File: src/rtl/egd_bitstream_feeder.sv
// egd_bitstream_feeder: Wishbone-slave word FIFO that serializes 32-bit Annex-B words into
// 16-bit halfwords (upper first) for the decoder. Define EGD_FEEDER_IRQ_EN to add irq_o and CTRL.IRQ_EN.
module egd_bitstream_feeder #(
    parameter logic [31:0] BASE_ADDR  = 32'h3000_0000,
    parameter int unsigned FIFO_DEPTH = 8
) (
    input  logic        wb_clk_i,
    input  logic        wb_rst_n_i,
    input  logic        wbs_stb_i,
    input  logic        wbs_cyc_i,
    input  logic        wbs_we_i,
    input  logic [3:0]  wbs_sel_i,
    input  logic [31:0] wbs_adr_i,
    input  logic [31:0] wbs_dat_i,
    output logic        wbs_ack_o,
    output logic [31:0] wbs_dat_o,
    output logic [15:0] bs_data_o,
    output logic [1:0]  bs_ctrl_o,
    input  logic        bs_ready_i
`ifdef EGD_FEEDER_IRQ_EN
    ,
    output logic        irq_o
`endif
);

    localparam int unsigned AW = (FIFO_DEPTH > 1) ? $clog2(FIFO_DEPTH) : 1;
    localparam int unsigned PW = AW + 1;

    localparam logic [1:0] OFF_DATA   = 2'd0;
    localparam logic [1:0] OFF_CTRL   = 2'd1;
    localparam logic [1:0] OFF_STATUS = 2'd2;

    typedef enum logic [1:0] {
        ST_IDLE = 2'd0,
        ST_HI   = 2'd1,
        ST_LO   = 2'd2
    } state_e;

    // Bus request capture and response registers
    logic          ack_q, ack_d;
    logic [31:0]   dat_o_q, dat_o_d;
    logic          req_we_q, req_we_d;
    logic [1:0]    req_off_q, req_off_d;
    logic [31:0]   req_dat_q, req_dat_d;

    // Control / status registers
    logic          en_q, en_d;
    logic          eos_q, eos_d;
    logic          ovf_q, ovf_d;

    // FIFO
    logic [31:0]   mem_q [FIFO_DEPTH];
    logic [PW-1:0] wr_ptr_q, wr_ptr_d;
    logic [PW-1:0] rd_ptr_q, rd_ptr_d;
    logic [PW-1:0] level;
    logic          fifo_empty, fifo_full;

    // Serializer
    state_e        state_q, state_d;
    logic [31:0]   hold_q, hold_d;
    logic [15:0]   bs_data_q, bs_data_d;
    logic [1:0]    bs_ctrl_q, bs_ctrl_d;

    logic          req_hit, req_new;
    logic          wr_data, wr_ctrl, flush;
    logic          avail, pop, push_ok, ovf_set, hs, last_hs;
    logic [31:0]   pop_word;
    logic [31:0]   rd_word;
    logic          irq_en_rd;
    logic          unused_ok;

    assign unused_ok = ^{wbs_sel_i, wbs_adr_i[1:0]};

    assign wbs_ack_o = ack_q;
    assign wbs_dat_o = dat_o_q;
    assign bs_data_o = bs_data_q;
    assign bs_ctrl_o = bs_ctrl_q;

    assign req_hit = (wbs_adr_i[31:4] == BASE_ADDR[31:4]);
    assign req_new = wbs_stb_i & wbs_cyc_i & req_hit & ~ack_q;

    // Side effects commit on the ack cycle, from the request captured one cycle earlier
    assign wr_data = ack_q & req_we_q & (req_off_q == OFF_DATA);
    assign wr_ctrl = ack_q & req_we_q & (req_off_q == OFF_CTRL);
    assign flush   = wr_ctrl & req_dat_q[2];

    assign level      = wr_ptr_q - rd_ptr_q;
    assign fifo_empty = (wr_ptr_q == rd_ptr_q);
    assign fifo_full  = (wr_ptr_q[AW-1:0] == rd_ptr_q[AW-1:0]) && (wr_ptr_q[AW] != rd_ptr_q[AW]);

`ifdef EGD_FEEDER_IRQ_EN
    logic          irq_en_q, irq_en_d;
    logic          irq_q, irq_d;
    logic [PW-1:0] level_d;

    assign irq_en_rd = irq_en_q;
    assign irq_o     = irq_q;
    assign level_d   = wr_ptr_d - rd_ptr_d;

    // Pulse when the level drains through the half-full mark
    always_comb begin
        irq_en_d = irq_en_q;
        if (wr_ctrl) begin
            irq_en_d = req_dat_q[3];
        end
        irq_d = en_q & irq_en_q
              & (level   == PW'(FIFO_DEPTH / 2))
              & (level_d == PW'(FIFO_DEPTH / 2 - 1));
    end

    always_ff @(posedge wb_clk_i or negedge wb_rst_n_i) begin
        if (!wb_rst_n_i) begin
            irq_en_q <= 1'b0;
            irq_q    <= 1'b0;
        end else begin
            irq_en_q <= irq_en_d;
            irq_q    <= irq_d;
        end
    end
`else
    assign irq_en_rd = 1'b0;
`endif

    always_comb begin
        rd_word = '0;
        unique case (wbs_adr_i[3:2])
            OFF_CTRL:   rd_word = {28'd0, irq_en_rd, 1'b0, eos_q, en_q};
            OFF_STATUS: rd_word = {20'd0, ovf_q, (state_q != ST_IDLE), fifo_full, fifo_empty, 8'(level)};
            default:    rd_word = '0;
        endcase
    end

    // Wishbone response: one-cycle registered ack, read data sampled in the request cycle
    always_comb begin
        ack_d     = req_new;
        dat_o_d   = '0;
        req_we_d  = req_we_q;
        req_off_d = req_off_q;
        req_dat_d = req_dat_q;
        if (req_new) begin
            req_we_d  = wbs_we_i;
            req_off_d = wbs_adr_i[3:2];
            req_dat_d = wbs_dat_i;
            if (!wbs_we_i) begin
                dat_o_d = rd_word;
            end
        end
    end

    // A word pushed this cycle into an empty FIFO can be popped straight through
    assign avail    = ~fifo_empty | wr_data;
    assign hs       = (state_q != ST_IDLE) & bs_ready_i;
    assign last_hs  = (state_q == ST_LO) & bs_ready_i & bs_ctrl_q[1];
    assign pop_word = fifo_empty ? req_dat_q : mem_q[rd_ptr_q[AW-1:0]];

    always_comb begin
        state_d = state_q;
        hold_d  = hold_q;
        pop     = 1'b0;
        unique case (state_q)
            ST_IDLE: begin
                if (en_q && avail) begin
                    pop     = 1'b1;
                    state_d = ST_HI;
                end
            end
            ST_HI: begin
                if (hs) begin
                    state_d = ST_LO;
                end
            end
            ST_LO: begin
                if (hs) begin
                    if (en_q && avail) begin
                        pop     = 1'b1;
                        state_d = ST_HI;
                    end else begin
                        state_d = ST_IDLE;
                    end
                end
            end
            default: state_d = ST_IDLE;
        endcase
        if (flush) begin
            state_d = ST_IDLE;
            pop     = 1'b0;
        end
        if (pop) begin
            hold_d = pop_word;
        end
    end

    assign push_ok = wr_data & (~fifo_full | pop);
    assign ovf_set = wr_data & fifo_full & ~pop;

    always_comb begin
        wr_ptr_d = wr_ptr_q + PW'(push_ok);
        rd_ptr_d = rd_ptr_q + PW'(pop);
        en_d     = en_q;
        eos_d    = eos_q;
        ovf_d    = ovf_q | ovf_set;
        if (last_hs) begin
            eos_d = 1'b0;
        end
        if (wr_ctrl) begin
            en_d  = req_dat_q[0];
            eos_d = req_dat_q[1];
        end
        if (flush) begin
            wr_ptr_d = '0;
            rd_ptr_d = '0;
            eos_d    = 1'b0;
            ovf_d    = 1'b0;
        end
    end

    // Outputs registered from next state so valid/last/data line up with the FSM
    always_comb begin
        bs_data_d    = bs_data_q;
        bs_ctrl_d    = 2'b00;
        bs_ctrl_d[0] = (state_d != ST_IDLE);
        bs_ctrl_d[1] = (state_d == ST_LO) & eos_d & (wr_ptr_d == rd_ptr_d);
        if (state_d == ST_HI) begin
            bs_data_d = hold_d[31:16];
        end else if (state_d == ST_LO) begin
            bs_data_d = hold_d[15:0];
        end
    end

    always_ff @(posedge wb_clk_i) begin
        if (push_ok) begin
            mem_q[wr_ptr_q[AW-1:0]] <= req_dat_q;
        end
    end

    always_ff @(posedge wb_clk_i or negedge wb_rst_n_i) begin
        if (!wb_rst_n_i) begin
            ack_q     <= 1'b0;
            dat_o_q   <= '0;
            req_we_q  <= 1'b0;
            req_off_q <= '0;
            req_dat_q <= '0;
            en_q      <= 1'b0;
            eos_q     <= 1'b0;
            ovf_q     <= 1'b0;
            wr_ptr_q  <= '0;
            rd_ptr_q  <= '0;
            state_q   <= ST_IDLE;
            hold_q    <= '0;
            bs_data_q <= '0;
            bs_ctrl_q <= 2'b00;
        end else begin
            ack_q     <= ack_d;
            dat_o_q   <= dat_o_d;
            req_we_q  <= req_we_d;
            req_off_q <= req_off_d;
            req_dat_q <= req_dat_d;
            en_q      <= en_d;
            eos_q     <= eos_d;
            ovf_q     <= ovf_d;
            wr_ptr_q  <= wr_ptr_d;
            rd_ptr_q  <= rd_ptr_d;
            state_q   <= state_d;
            hold_q    <= hold_d;
            bs_data_q <= bs_data_d;
            bs_ctrl_q <= bs_ctrl_d;
        end
    end

endmodule
File: config.mk
export PLATFORM = sky130hd
export DESIGN_NAME = egd_bitstream_feeder
export DESIGN_NICKNAME = d
export VERILOG_FILES = /design/src/rtl/egd_bitstream_feeder.sv
export SDC_FILE = /design/constraint.sdc
export NUM_CORES = 1
export LEC_CHECK = 0
export CORE_MARGIN = 10
export CORE_UTILIZATION = 40
export CTS_BUF_LIST = sky130_fd_sc_hd__clkbuf_16
export DETAILED_ROUTE_END_ITERATION = 8
export HOLD_SLACK_MARGIN = 0.03
export PLACE_DENSITY = 0.59
export SYNTH_ARGS = -nofsm -noshare
export SYNTH_HDL_FRONTEND = slang
export SYNTH_SLANG_ARGS = --single-unit
File: constraint.sdc
create_clock -name wb_clk_i -period 4.3 [get_ports wb_clk_i]
set_input_delay 0.43 -clock wb_clk_i [delete_from_list [all_inputs] [get_ports wb_clk_i]]
set_output_delay 0.43 -clock wb_clk_i [all_outputs]
set_load 0.05 [all_outputs]
After elaboration in Yosys (flattened, before gate mapping). Memories as Yosys holds them, arrays and structs flattened. Index checks and enable logic that the tools add are counted. W data, S select, Z words.

RAM bits: 256. Bits in registers: 131. Output and inout port bits: 51. Memories kept: 1. Logic and storage cells: 84. Input bits: 74.

Memories: mem_q (words 8, width 32, rd ports 1, clocked after memory_dff 0, write ports 1, line 52) `logic [31:0] mem_q [FIFO_DEPTH];`.

Bitwise gates (word level): 22. $add $sub $neg: 3. Reduce and logical (&&, ||, !) cells: 7. Multiplexer cells: 25. Equality and inequality tests: 12.

Operators with widths (number): $mux W32 (4); $mux W16 (2); $eq A28 B26 Y1 const B (1); $pmux W12 S2 (1); $and A1 B1 Y1 (15); $mux W1 (10); $add A4 B1 Y4 (2); $eq A2 B1 Y1 const B (4); $eq A4 B4 Y1 (2); $mux W2 (4); $mux W4 (2); $eq A2 B2 Y1 const B (3); $pmux W2 S3 (1); $reduce_bool A2 Y1 (3); $logic_not A2 Y1 (2); $not A1 Y1 (4); $sub A4 B4 Y4 (1); $eq A3 B3 Y1 (1); $or A1 B1 Y1 (3); $logic_and A1 B1 Y1 (2); $pmux W1 S2 (1); $ne A1 B1 Y1 (1).

Logic depth before layout (Yosys ltp). Gate-level depths: netlist of the first run.

Word-level depth: 14. Mapped depth: 14. Gate-level depth less buffers: 11.

Worst setup path before layout of the first run. OpenSTA, ideal clock, no wires.

Kind: register to register. Start: register rd_ptr_q[1]. End: memory mem_q[1][0], enable pin. Path slack: -0.178 ns. Buffers on the path: 2. Data required time: 3.839 ns. Clock period less this slack: 4.478 ns. Cell stages (with the launch flop): 10. Data arrival time: 4.017 ns. Setup time: 0.461 ns. Path through: dfrtp_1 -> buf_2 -> clkbuf_1 -> inv_1 -> ha_1 -> nand3_1 -> nor2_1 -> a21oi_1 -> nand2_1 -> nor3_1.

Cells in the longest elaborated chain, start to end: 12. Elaborated cells between the ends (all ways): 15. Classes of those cells: eq/ne (2); mux (6); bitwise (5); reduce/logical (2).

Ends and longest elaborated chain: from (decl) (line 54) `logic [PW-1:0] rd_ptr_q, rd_ptr_d;`; from (signal assigned) (line 262) `rd_ptr_q <= rd_ptr_d;`; $eq A4 B4 Y1 (line 88) `assign fifo_empty = (wr_ptr_q == rd_ptr_q);`; $not A1 Y1 (line 151) `assign avail = ~fifo_empty | wr_data;`; $or A1 B1 Y1 (line 151); $logic_and A1 B1 Y1 (line 162, 174); $mux W1 (line 162, 174); $mux W1 (line 173) `if (hs) begin`; $pmux W1 S2 (line 160) `unique case (state_q)`; $mux W1 (line 184) `if (flush) begin`; $or A1 B1 Y1 (*) (line 193) `assign push_ok = wr_data & (~fifo_full | pop);`; $and A1 B1 Y1 (*) (line 193); $mux W1 (*) (line 231) `if (push_ok) begin`; $mux W1 (not written as such) (*) (line 232) `mem_q[wr_ptr_q[AW-1:0]] <= req_dat_q;`; to (decl) (line 52).

Mark *: on every way between the ends. The rest lies on a longest branch, timed or not.

Worst setup path after layout of the first run.
Start: register wr_ptr_q[2]. End: register bs_data_q[5], in the netlist bs_data_o[5].

Cells in the longest elaborated chain, start to end: 11. Elaborated cells between the ends (all ways): 20. Classes of those cells: eq/ne (3); mux (13); bitwise (2); reduce/logical (2).

Ends and longest elaborated chain: from (decl) (line 53) `logic [PW-1:0] wr_ptr_q, wr_ptr_d;`; from (signal assigned) (line 261) `wr_ptr_q <= wr_ptr_d;`; $eq A4 B4 Y1 (*) (line 88); $not A1 Y1 (line 151); $or A1 B1 Y1 (line 151); $logic_and A1 B1 Y1 (line 162, 174); $mux W1 (line 162, 174); $mux W1 (line 173); $pmux W1 S2 (line 160); $mux W1 (line 184); $mux W32 (line 188) `if (pop) begin`; $mux W16 (line 225) `end else if (state_d == ST_LO) begin`; $mux W16 (line 223) `if (state_d == ST_HI) begin`; to (signal assigned) (line 265) `bs_data_q <= bs_data_d;`; to (decl) (line 61) `logic [15:0] bs_data_q, bs_data_d;`.

Mark *: on every way between the ends. The rest lies on a longest branch, timed or not. The select of a mux whose other input is x is not followed. A chain may end at the register's enable or synchronous reset.

==> qor.yml, run 1 <==
postSynthCellCount: 927
slew_headroom_pct: 26.8
clockRootBuffer: "sky130_fd_sc_hd__clkbuf_16"
synth_edf_count: 256
place_area_um2: 16500
clock_sinks: 363
run_status: "complete, but fails checks"
met2_usage_grt_pct: 26.4
pin_count_of_the_biggest_net_entering_global_routing: 68
powerDensity_nw_per_um2: 388
final_hold_viol_count: 1
number_of_buffers_added_by_the_clock_tree_synthesis_step: 38
overall_routed_net_length_mm: 37.4
cap_viol_max_count: 0
finalWorstPathRequiredPeriod_ns: 3.24
synth-adder-area-share_pct: 1.13
synthXorXnorAreaFrac_pct: 0.691
number_of_antenna_violations_at_the_first_check_in_global_routing: 0
floorplan.die.height_um: 214
htreeDepth: 2
avgRoutedWirePerCell_um: 24.0
syn-cell-area_um2: 15000
cts_resized: 0
ys.flop_type: "sky130_fd_sc_hd__edfxtp_1"
global_route.peak_usage_layer: "met2"
clock_skew_ns: 0.0200
io_pins: 125
antennaDiodeCount: 0
min-delay-path-class: "primary input to async pin"
groute.layer.met1.usage_pct: 22.8
timing.critical_path.to_type: "flop"
initial_utilization_pct: 40.7
start_kind: "flop"
setup_repair_after_global_routing_missed_its_margin: "false"
num_vias: 8624
placement.setup.worst_slack_ns: 0.914
dpl.hpwl_mm: 21.7
yosysSeqAreaShare_pct: 69.0
grt-ovfl-total: 0
layout-area-overhead-vs-synth_pct: 17.6
synth.ff_latch_count: 363
cts_max_path_buffers: 3
report.final.slew_viol_count: 0
ir_drop_mv: 0.237
tns_ns: 0
share_of_cells_above_drive_strength_1_pct: 15.0
critPathKind: "flop to flop"
required_ns: 4.75
leakage_nw: 6.99
total_power_mw: 6.86
synth_top_family_by_area: "multiplexers"
grt_usage_pct: 16.5
tritoncts: "built"
cts_setup_buffers: 0
fp.dieArea_um2: 45700
clk_pin_slew_worst_paths_ns: 0.06
critical_path.max_fanout: 18
worst_margin_slew_ns: 1.10
timing.critical_path.arrival_ns: 3.69
async_reset_ff_share_pct: 29.5
rows: 70
design.core.area_um2: 36900
portBuffers: 94
ys.warnings.count: 0
final-setup-viol-count: 0
synthSimpleGateAreaFrac_pct: 8.44
route.detailed.vias_per_inst: 5.52
remaining_drc_errors: 0
final_weighted_congestion_in_routability_driven_placement: 0.778
synthDistinctLibCells: 47
cts_hold_buffers: 0
synth_mux_area_share_pct: 12.2
chipWidth_um: 214
synth_compound_area_share_pct: 4.60
fillerInstances: 3137
worstSkewPairLatency_ns: 0.52
failed_checks: "negative hold slack"
iter_0_drt_violations: 749
post-route-cell-area_um2: 17700
via_count_of_the_first_global_routing_pass: 9026
drt.antenna.violating_nets: 0
final_net_count: 1116
finalWorstSetupSlack_ns: 1.06
fin_worst_hold_slack_ns: -0.00147
firstDrtPassIters: 5
gr-usage-met3_pct: 3.24
min_period_over_period_pct: 75.4
synth.avg_cell_area_um2: 16.2
grt_first_pass_wirelength_mm: 57.0
clock.fmax_mhz: 309
[flip-flops by register name, indices dropped and copies added (netlist names)]
| name | count |
|---|---|
| bs_ctrl_o | 2 |
| bs_data_o | 16 |
| en_q | 1 |
| eos_q | 1 |
| hold_q | 32 |
| mem_q | 256 |
| ovf_q | 1 |
| rd_ptr_q | 4 |
| req_dat_q | 32 |
| req_off_q | 2 |
| req_we_q | 1 |
| state_q | 2 |
| wbs_ack_o | 1 |
| wbs_dat_o | 8 |
| wr_ptr_q | 4 |
[Yosys cell counts (2+ instances only)]
master / n / area share [%]
sky130_fd_sc_hd__mux4_2: 63 / 9.4
sky130_fd_sc_hd__clkbuf_1: 31 / 0.77
sky130_fd_sc_hd__buf_1: 6 / 0.15
sky130_fd_sc_hd__nand4b_1: 2 / 0.12
sky130_fd_sc_hd__and4b_1: 2 / 0.13
sky130_fd_sc_hd__a211o_1: 31 / 1.8
sky130_fd_sc_hd__buf_8: 4 / 0.40
sky130_fd_sc_hd__nor4bb_1: 2 / 0.13
sky130_fd_sc_hd__nand2b_1: 5 / 0.21
sky130_fd_sc_hd__nand4_1: 35 / 1.5
sky130_fd_sc_hd__a22oi_1: 2 / 0.10
sky130_fd_sc_hd__nor2_1: 80 / 2.0
sky130_fd_sc_hd__a221o_1: 17 / 1.1
sky130_fd_sc_hd__and2_1: 5 / 0.21
sky130_fd_sc_hd__nand3_1: 4 / 0.13
sky130_fd_sc_hd__buf_4: 31 / 1.5
sky130_fd_sc_hd__xor2_1: 3 / 0.17
sky130_fd_sc_hd__ha_1: 12 / 1.0
sky130_fd_sc_hd__a21oi_1: 37 / 1.2
sky130_fd_sc_hd__edfxtp_1: 256 / 51
sky130_fd_sc_hd__nor4_1: 39 / 1.6
sky130_fd_sc_hd__buf_2: 9 / 0.30
sky130_fd_sc_hd__nor2b_1: 18 / 0.75
sky130_fd_sc_hd__mux2_1: 32 / 2.4
sky130_fd_sc_hd__dfrtp_1: 107 / 18
sky130_fd_sc_hd__nor4b_1: 3 / 0.17
sky130_fd_sc_hd__buf_12: 2 / 0.27
sky130_fd_sc_hd__inv_1: 14 / 0.35
sky130_fd_sc_hd__mux2_2: 3 / 0.22
sky130_fd_sc_hd__o21ai_0: 2 / 0.067
sky130_fd_sc_hd__xnor2_1: 7 / 0.41
sky130_fd_sc_hd__nand2_1: 44 / 1.1
sky130_fd_sc_hd__nor3_1: 5 / 0.17
[worst max-delay path: stages, from the launching register on]
cell,delay (ns)
sky130_fd_sc_hd__dfrtp_1,0.60
sky130_fd_sc_hd__ha_1,0.36
sky130_fd_sc_hd__nand4_1,0.15
sky130_fd_sc_hd__o211ai_1,0.11
sky130_fd_sc_hd__a221o_1,0.36
sky130_fd_sc_hd__ha_1,0.29
sky130_fd_sc_hd__buf_4,0.26
sky130_fd_sc_hd__and2_1,0.76
sky130_fd_sc_hd__a221o_1,0.27
[report_power, final]
part | total [mW] | switching [mW] | internal [mW]
sequential | 3.71 | 0.0000000639 | 3.71
combinational | 0.139 | 0.0822 | 0.0569
clock | 3.01 | 1.31 | 1.70
[layout by cell type (no fill, tap or decap), drive strengths merged, types with 2 or more instances in the layout]
cell type | synthesis | final
clkdlybuf4s50 | 0 | 93
dfrtp | 107 | 107
xor2 | 3 | 3
a211o | 31 | 31
nand4 | 35 | 35
ha | 12 | 12
xnor2 | 8 | 8
and4b | 2 | 2
conb | 1 | 24
nor3 | 5 | 5
nand3 | 4 | 4
nor2b | 18 | 18
and2 | 5 | 5
nor4b | 3 | 3
clkinvlp | 0 | 3
nor4bb | 2 | 2
a21oi | 37 | 37
clkbuf | 32 | 39
edfxtp | 256 | 256
nand4b | 2 | 2
nand2b | 5 | 5
inv | 14 | 29
o21ai | 2 | 2
a22oi | 2 | 2
nor4 | 39 | 39
mux2 | 35 | 35
clkinv | 0 | 11
nor2 | 80 | 80
nand2 | 44 | 44
mux4 | 64 | 64
o211ai | 2 | 2
a221o | 17 | 17
buf | 53 | 31
[kinds of logic after synthesis]
| group | after synthesis |
|---|---|
| other | 1 |
| xor gates and xnor gates | 11 |
| AOI/OAI and AO/OA | 93 |
| buffers and inverters | 99 |
| and+or+nand+nor | 248 |
| muxes | 99 |
| adders and majority gates | 13 |
| DFF | 363 |
[worst paths after layout]
kind,startpoint,cells past startpoint,to,slack (ns)
max,wr_ptr_q[2],8,bs_data_o[5],1.06
min,wb_rst_n_i,1,req_dat_q[19],-0.001
max reg2reg,wr_ptr_q[2],8,bs_data_o[5],1.06
min reg2reg,hold_q[4],1,hold_q[4],0.51
max in group asynchronous,wb_rst_n_i,2,req_dat_q[10],3.25
min in group wb_clk_i,wbs_dat_i[1],2,req_dat_q[1],0.51
[layer usage]
layer | vias up | routed length [um] | share of wire, %
met4 | 0 | 799 | 2.1
li1 | 3769 | - | -
met5 | - | 0 | 0
met3 | 59 | 3040 | 8.1
met2 | 357 | 17500 | 47
met1 | 4439 | 16100 | 43
[final cells by class]
class                           count  area (um^2)  area share, %
Clock inverter                     30          159          0.899
Multi-Input combinational cell    488         4260           24.1
Timing Repair Buffer              124         1230           6.94
Tap cell                          504          631           3.57
Sequential cell                   363        10400           58.7
Clock buffer                       39          976           5.52
Inverter                           14         52.6          0.297
[through the flow]
step           instances  utilization, %
4_1_cts             1562            47.9
5_1_grt             1562            47.9
3_3_place_gp        1493            44.9
6_report            1562            47.9
2_1_floorplan        950               -
3_5_place_dp        1493            44.9
(Power assumes the default switching activity.)
==> run 2: changes to the inputs <==
==> constraint.sdc (replaced) <==
create_clock -name wb_clk_i -period 2.71 [get_ports wb_clk_i]
set_input_delay 0.271 -clock wb_clk_i [delete_from_list [all_inputs] [get_ports wb_clk_i]]
set_output_delay 0.271 -clock wb_clk_i [all_outputs]
set_load 0.05 [all_outputs]
==> run 2 against run 1 <==
The flow now finishes without violations; flip-flop and latch count unchanged; non-clock buffer count up 9; sequential share of layout area down 1.3 points; worst hold slack better by 0.25 ns; maximum frequency up 27%; sequential power up 59%; clock skew down 0.011 ns; count of clock-buffer cells in the layout up 2; total power up 65%; worst setup slack worse by 0.90 ns; cell count up 0.70%; core utilization up 1.1 points; critical path type unchanged.
==> qor.yml, run 2 (same netlist as run 1, synthesis figures left out) <==
crit_path_cell_trace: "buf_12, buf_4, mux4_2, nor2_1, nor4_1, a211o_1, a221o_1"
post-route-cell-area_um2: 18100
place_area_um2: 16800
report.final.slew_viol_count: 0
clk_pin_slew_worst_paths_ns: 0.06
design.core.area_um2: 36900
setup_repair_after_global_routing_missed_its_margin: "false"
layout-area-overhead-vs-synth_pct: 20.4
slew_headroom_pct: 60.1
crit_path_max_incr_delay_ns: 0.53
start_kind: "flop"
io_pins: 125
grt-ovfl-total: 0
htreeDepth: 2
chipWidth_um: 214
final_weighted_congestion_in_routability_driven_placement: 0.784
remaining_drc_errors: 0
share_of_cells_above_drive_strength_1_pct: 17.0
floorplan.die.height_um: 214
fillerInstances: 3126
iter_0_drt_violations: 795
min_period_over_period_pct: 94.2
required_ns: 3.12
final_net_count: 1126
critPathKind: "flop to flop"
clockRootBuffer: "sky130_fd_sc_hd__clkbuf_16"
timing.critical_path.slowest_stage_cell: "sky130_fd_sc_hd__mux4_2"
worstSkewPairLatency_ns: 0.52
antennaDiodeCount: 0
finalWorstPathRequiredPeriod_ns: 2.55
cts_setup_buffers: 0
rows: 70
timing.critical_path.to_type: "flop"
fp.dieArea_um2: 45700
final-setup-viol-count: 0
cap_viol_max_count: 0
ir_drop_mv: 0.434
firstDrtPassIters: 5
tns_ns: 0
avgRoutedWirePerCell_um: 24.0
clock_skew_ns: 0.00900
cts_max_path_buffers: 3
num_vias: 8642
number_of_antenna_violations_at_the_first_check_in_global_routing: 0
route.detailed.vias_per_inst: 5.49
grt_first_pass_wirelength_mm: 56.7
min-delay-path-class: "primary input to async pin"
number_of_buffers_added_by_the_clock_tree_synthesis_step: 39
drt.antenna.violating_nets: 0
pin_count_of_the_biggest_net_entering_global_routing: 68
dpl.hpwl_mm: 21.3
initial_utilization_pct: 40.7
via_count_of_the_first_global_routing_pass: 8895
clock_sinks: 363
leakage_nw: 7.15
crit_buf_inv: 2
critical-path-top-delay-family: "compound AO/OA/AOI/OAI gates"
worst_margin_slew_ns: 0.599
critical_path.max_fanout: 35
powerDensity_nw_per_um2: 625
mostFrequentLayoutCells: "sky130_fd_sc_hd__edfxtp_1 (256), sky130_fd_sc_hd__dfrtp_1 (104), sky130_fd_sc_hd__clkdlybuf4s50_1 (93)"
r2r_setup_slack_ns: 0.16
clock.fmax_mhz: 392
final_hold_viol_count: 0
overall_routed_net_length_mm: 37.7
most_common_library_cell_in_the_layout_ignoring_fill_and_taps: "sky130_fd_sc_hd__edfxtp_1"
tritoncts: "built"
grt_usage_pct: 16.6
portBuffers: 94
timing.critical_path.arrival_ns: 2.96
run_status: "finished, final reports clean"
largest_register_ff_count: 256
## run 2: changes by cell type in the layout (fill, tap and decap cells not counted), moves of 2 or more
cell / change
sky130_fd_sc_hd__clkinvlp_4: -2
sky130_fd_sc_hd__bufinv_16: +3
sky130_fd_sc_hd__inv_1: -5
sky130_fd_sc_hd__clkbuf_16: +2
sky130_fd_sc_hd__buf_12: +12
sky130_fd_sc_hd__ha_4: +3
sky130_fd_sc_hd__clkinv_2: +2
sky130_fd_sc_hd__buf_4: -4
sky130_fd_sc_hd__nand2_4: +2
sky130_fd_sc_hd__nand2_1: -2
sky130_fd_sc_hd__ha_1: -3
## run 2: where the power goes
part | leakage (nW) | total, mW | internal [mW] | switching, mW
sequential | 4.30 | 5.89 | 5.89 | 0.0000000963
clock | 0.654 | 5.20 | 3.10 | 2.10
combinational | 2.20 | 0.228 | 0.0943 | 0.133
total | 7.15 | 11.3 | 9.08 | 2.23
## run 2: final timing paths
check / depth (start not counted) / startpoint / endpoint
worst min register to register: 1 / hold_q[15] / hold_q[15]
max in group asynchronous: 3 / wb_rst_n_i / req_dat_q[15]
worst max register to register: 7 / rd_ptr_q[0] / bs_data_o[13]
worst min-delay path: 2 / wb_rst_n_i / wbs_dat_o[11]
min in group wb_clk_i: 2 / wbs_dat_i[7] / req_dat_q[7]
worst max-delay path: 7 / rd_ptr_q[0] / bs_data_o[13]
## run 2: cell type report
| type | instances | area, um^2 | share of cell area (%) |
|---|---|---|---|
| sequential | 363 | 10400 | 57.3 |
| timing repair buffer | 133 | 1450 | 8.00 |
| clock buffer | 41 | 1030 | 5.67 |
| inverter | 14 | 55.1 | 0.304 |
| clock inverter | 30 | 228 | 1.26 |
| multi-input combinational | 488 | 4330 | 24.0 |
| tap | 504 | 631 | 3.49 |
## run 2: worst reg2reg max path: cells and delay by family (launching register included)
kind                   cells  cell delay, ns
AOI/OAI and AO/OA          2            0.69
DFF                        1            0.42
muxes                      1            0.53
buffers and inverters      2            0.61
and+or+nand+nor            2            0.20
## run 2: metrics by stage
stage | setup WS (ns) | hold WS [ns] | std cells | utilization (%) | power (mW)
global route | 0.00562 | 0.284 | 1573 | 49.1 | 11.7
finish | 0.157 | 0.253 | 1573 | 49.1 | 11.3
detailed placement | -0.104 | 0.222 | 1501 | 45.6 | 6.23
floorplan | -0.232 | -0.0246 | 950 | - | 6.11
global placement | -0.0636 | 0.233 | 1501 | 45.6 | 6.23
CTS | 0.116 | 0.250 | 1573 | 49.1 | 11.4
## run 2: timing repair
item                                   4_1_cts  5_1_grt
hold buffers                                 1        0
resized for setup                            1        0
endpoints found under the hold margin       25        0
setup endpoints to repair                    2        0
## run 2: per-layer routing
layer	vias up	share of wire (%)	global-route usage [%]
met2	310	46	25.6
met1	4478	44	23.4
met5	-	0	0
met4	0	2.2	4.96
met3	52	7.3	3.29
li1	3802	-	-
==> run 3: changes to the inputs <==
--- a/config.mk
+++ b/config.mk
@@ -5,6 +5,7 @@
 export SDC_FILE = /design/constraint.sdc
 export NUM_CORES = 1
 export LEC_CHECK = 0
+export CORE_ASPECT_RATIO = 1.25
 export CORE_MARGIN = 10
 export CORE_UTILIZATION = 40
 export CTS_BUF_LIST = sky130_fd_sc_hd__clkbuf_16
==> run 3 against run 2 <==
Cell count down 1.0%; non-clock buffer count up 8; core utilization down 0.67 points; total power down 4.2%; worst hold slack better by 0.038 ns; die area up 0.11%; routed wire length down 2.7%; maximum frequency up 0.11%; design area down 0.59%; first-iteration DRC count down 17%; clock skew up 0.012 ns; critical path type unchanged; critical endpoint is now bs_data_o[15]; largest cell class unchanged.
==> qor.yml, run 3 (same netlist as run 1, synthesis figures left out) <==
run_status: "finished, final reports clean"
final_net_count: 1131
design.core.area_um2: 37200
crit_path_max_incr_delay_ns: 0.49
crit_start: "rd_ptr_q[0]"
gr-usage-met3_pct: 2.84
final_weighted_congestion_in_routability_driven_placement: 0.748
floorplan.die.height_um: 237
required_ns: 3.12
min_period_over_period_pct: 94.1
crit_buf_inv: 1
timing.critical_path.to_type: "flop"
grt-ovfl-total: 0
ir_drop_mv: 0.289
layout.core_utilization_pct: 48.4
num_vias: 8612
critical_path.max_fanout: 15
critPathKind: "flop to flop"
portBuffers: 94
clock_sinks: 363
layout-area-overhead-vs-synth_pct: 19.7
critical_path.reg2reg.startpoint: "rd_ptr_q[0]"
timing.critical_path.arrival_ns: 2.96
finalWorstSetupSlack_ns: 0.160
min-delay-path-class: "primary input to async pin"
clk_pin_slew_worst_paths_ns: 0.07
tritoncts: "built"
tns_ns: 0
slew_headroom_pct: 59.4
timing.critical_path.slowest_stage_cell: "sky130_fd_sc_hd__dfrtp_4"
io_pins: 125
iter_0_drt_violations: 660
cap_viol_max_count: 0
most_common_library_cell_in_the_layout_ignoring_fill_and_taps: "sky130_fd_sc_hd__edfxtp_1"
groute.layer.met1.usage_pct: 20.0
placement.setup.worst_slack_ns: -0.0380
largest_register_ff_count: 256
worst_margin_slew_ns: 0.609
worstSkewPairLatency_ns: 0.54
avgRoutedWirePerCell_um: 23.6
mostFrequentLayoutCells: "sky130_fd_sc_hd__edfxtp_1 (256), sky130_fd_sc_hd__dfrtp_1 (104), sky130_fd_sc_hd__clkdlybuf4s50_1 (93)"
initial_utilization_pct: 40.4
finalWorstPathRequiredPeriod_ns: 2.55
setup_repair_after_global_routing_missed_its_margin: "false"
finalNonFillerCells: 1557
firstDrtPassIters: 5
number_of_buffers_added_by_the_clock_tree_synthesis_step: 36
clock.fmax_mhz: 392
remaining_drc_errors: 0
placedCellCount: 1491
clock_skew_ns: 0.0213
clockRootBuffer: "sky130_fd_sc_hd__clkbuf_16"
met2_usage_grt_pct: 26.8
htreeDepth: 2
final_hold_viol_count: 0
cts_setup_buffers: 0
overall_routed_net_length_mm: 36.7
fp.dieArea_um2: 45800
cts_max_path_buffers: 3
number_of_antenna_violations_at_the_first_check_in_global_routing: 1
total_power_mw: 10.8
route.detailed.vias_per_inst: 5.53
powerDensity_nw_per_um2: 603
report.final.slew_viol_count: 0
antennaDiodeCount: 0
critical_path.most_common_cell: "sky130_fd_sc_hd__a221o_1"
via_count_of_the_first_global_routing_pass: 9167
grt_first_pass_wirelength_mm: 56.5
leakage_nw: 7.12
share_of_cells_above_drive_strength_1_pct: 17.4
pin_count_of_the_biggest_net_entering_global_routing: 68
global_route.peak_usage_layer: "met2"
dpl.hpwl_mm: 22.0
start_kind: "flop"
rows: 79
final-setup-viol-count: 0
chipWidth_um: 193
crit_path_cell_trace: "ha_1, nand4_1, o211ai_1, a221o_1, ha_4, nor2b_1, buf_4, a221o_1"
critical-path-top-delay-family: "compound AO/OA/AOI/OAI gates"
grt_usage_pct: 15.8
drt.antenna.violating_nets: 0
run 3: cell types whose count changed in the layout (fill, tap and decap cells not counted):
cell and change:
sky130_fd_sc_hd__nand4bb_1 +1, sky130_fd_sc_hd__inv_6 +2, sky130_fd_sc_hd__buf_4 +7, sky130_fd_sc_hd__inv_1 -2
sky130_fd_sc_hd__clkinv_2 +2, sky130_fd_sc_hd__clkinvlp_4 -1, sky130_fd_sc_hd__buf_12 +1, sky130_fd_sc_hd__nand4bb_2 -1
sky130_fd_sc_hd__bufinv_16 -2, sky130_fd_sc_hd__clkinv_1 -1, sky130_fd_sc_hd__clkbuf_16 -4
run 3: final timing paths:
| kind | to | slack, ns | cells after the start |
|---|---|---|---|
| worst max-delay path | bs_data_o[15] | 0.16 | 8 |
| worst min register to register | hold_q[5] | 0.51 | 1 |
| worst min-delay path | req_dat_q[19] | 0.29 | 2 |
| min in group wb_clk_i | req_dat_q[11] | 0.34 | 2 |
| worst max register to register | bs_data_o[15] | 0.16 | 8 |
| max in group asynchronous | hold_q[0] | 1.69 | 3 |
run 3: final cells by class:
type	count	area (um^2)
Clock buffer	37	926
Clock inverter	28	176
Fill cell	3182	19200
Inverter	14	55.1
Multi-Input combinational cell	488	4330
Sequential cell	363	10400
Tap cell	486	608
Timing Repair Buffer	141	1520
run 3: per-layer routing:
layer  vias up  wire, um  part of all wire [%]
met5         -         0                     0
met1      4490     15300                    42
met4         0      1020                   2.8
met2       272     18300                    50
met3        54      2100                   5.7
li1       3796         -                     -
run 3: worst register-to-register path: cells and delay by family, from the launching register on:
kind	cells	cell delay, ns
buffers and inverters	1	0.20
and+or+nand+nor	2	0.28
adders and majority gates	2	0.58
AOI/OAI and AO/OA	3	0.88
DFF	1	0.49
run 3: power by group:
| group | total [mW] | leakage (nW) | switching, mW | internal, mW |
|---|---|---|---|---|
| Clock | 4.72 | 0.581 | 2.05 | 2.67 |
| Sequential | 5.88 | 4.30 | 0.000000100 | 5.88 |
| Combinational | 0.229 | 2.24 | 0.133 | 0.0961 |
| Total | 10.8 | 7.12 | 2.19 | 8.65 |
run 3: metrics by stage:
stage          cell area [um^2]  hold slack (ns)
3_5_place_dp              16900            0.320
4_1_cts                   18000            0.297
6_report                  18000            0.292
5_1_grt                   18000            0.341
2_1_floorplan             15300          -0.0246
3_3_place_gp              16900            0.317
run 3: repair_timing:
item / CTS / global route
hold buffers: 1 / 0
gates resized for setup: 1 / 0
endpoints found under the hold margin: 36 / 0
setup endpoints to repair: 6 / 0
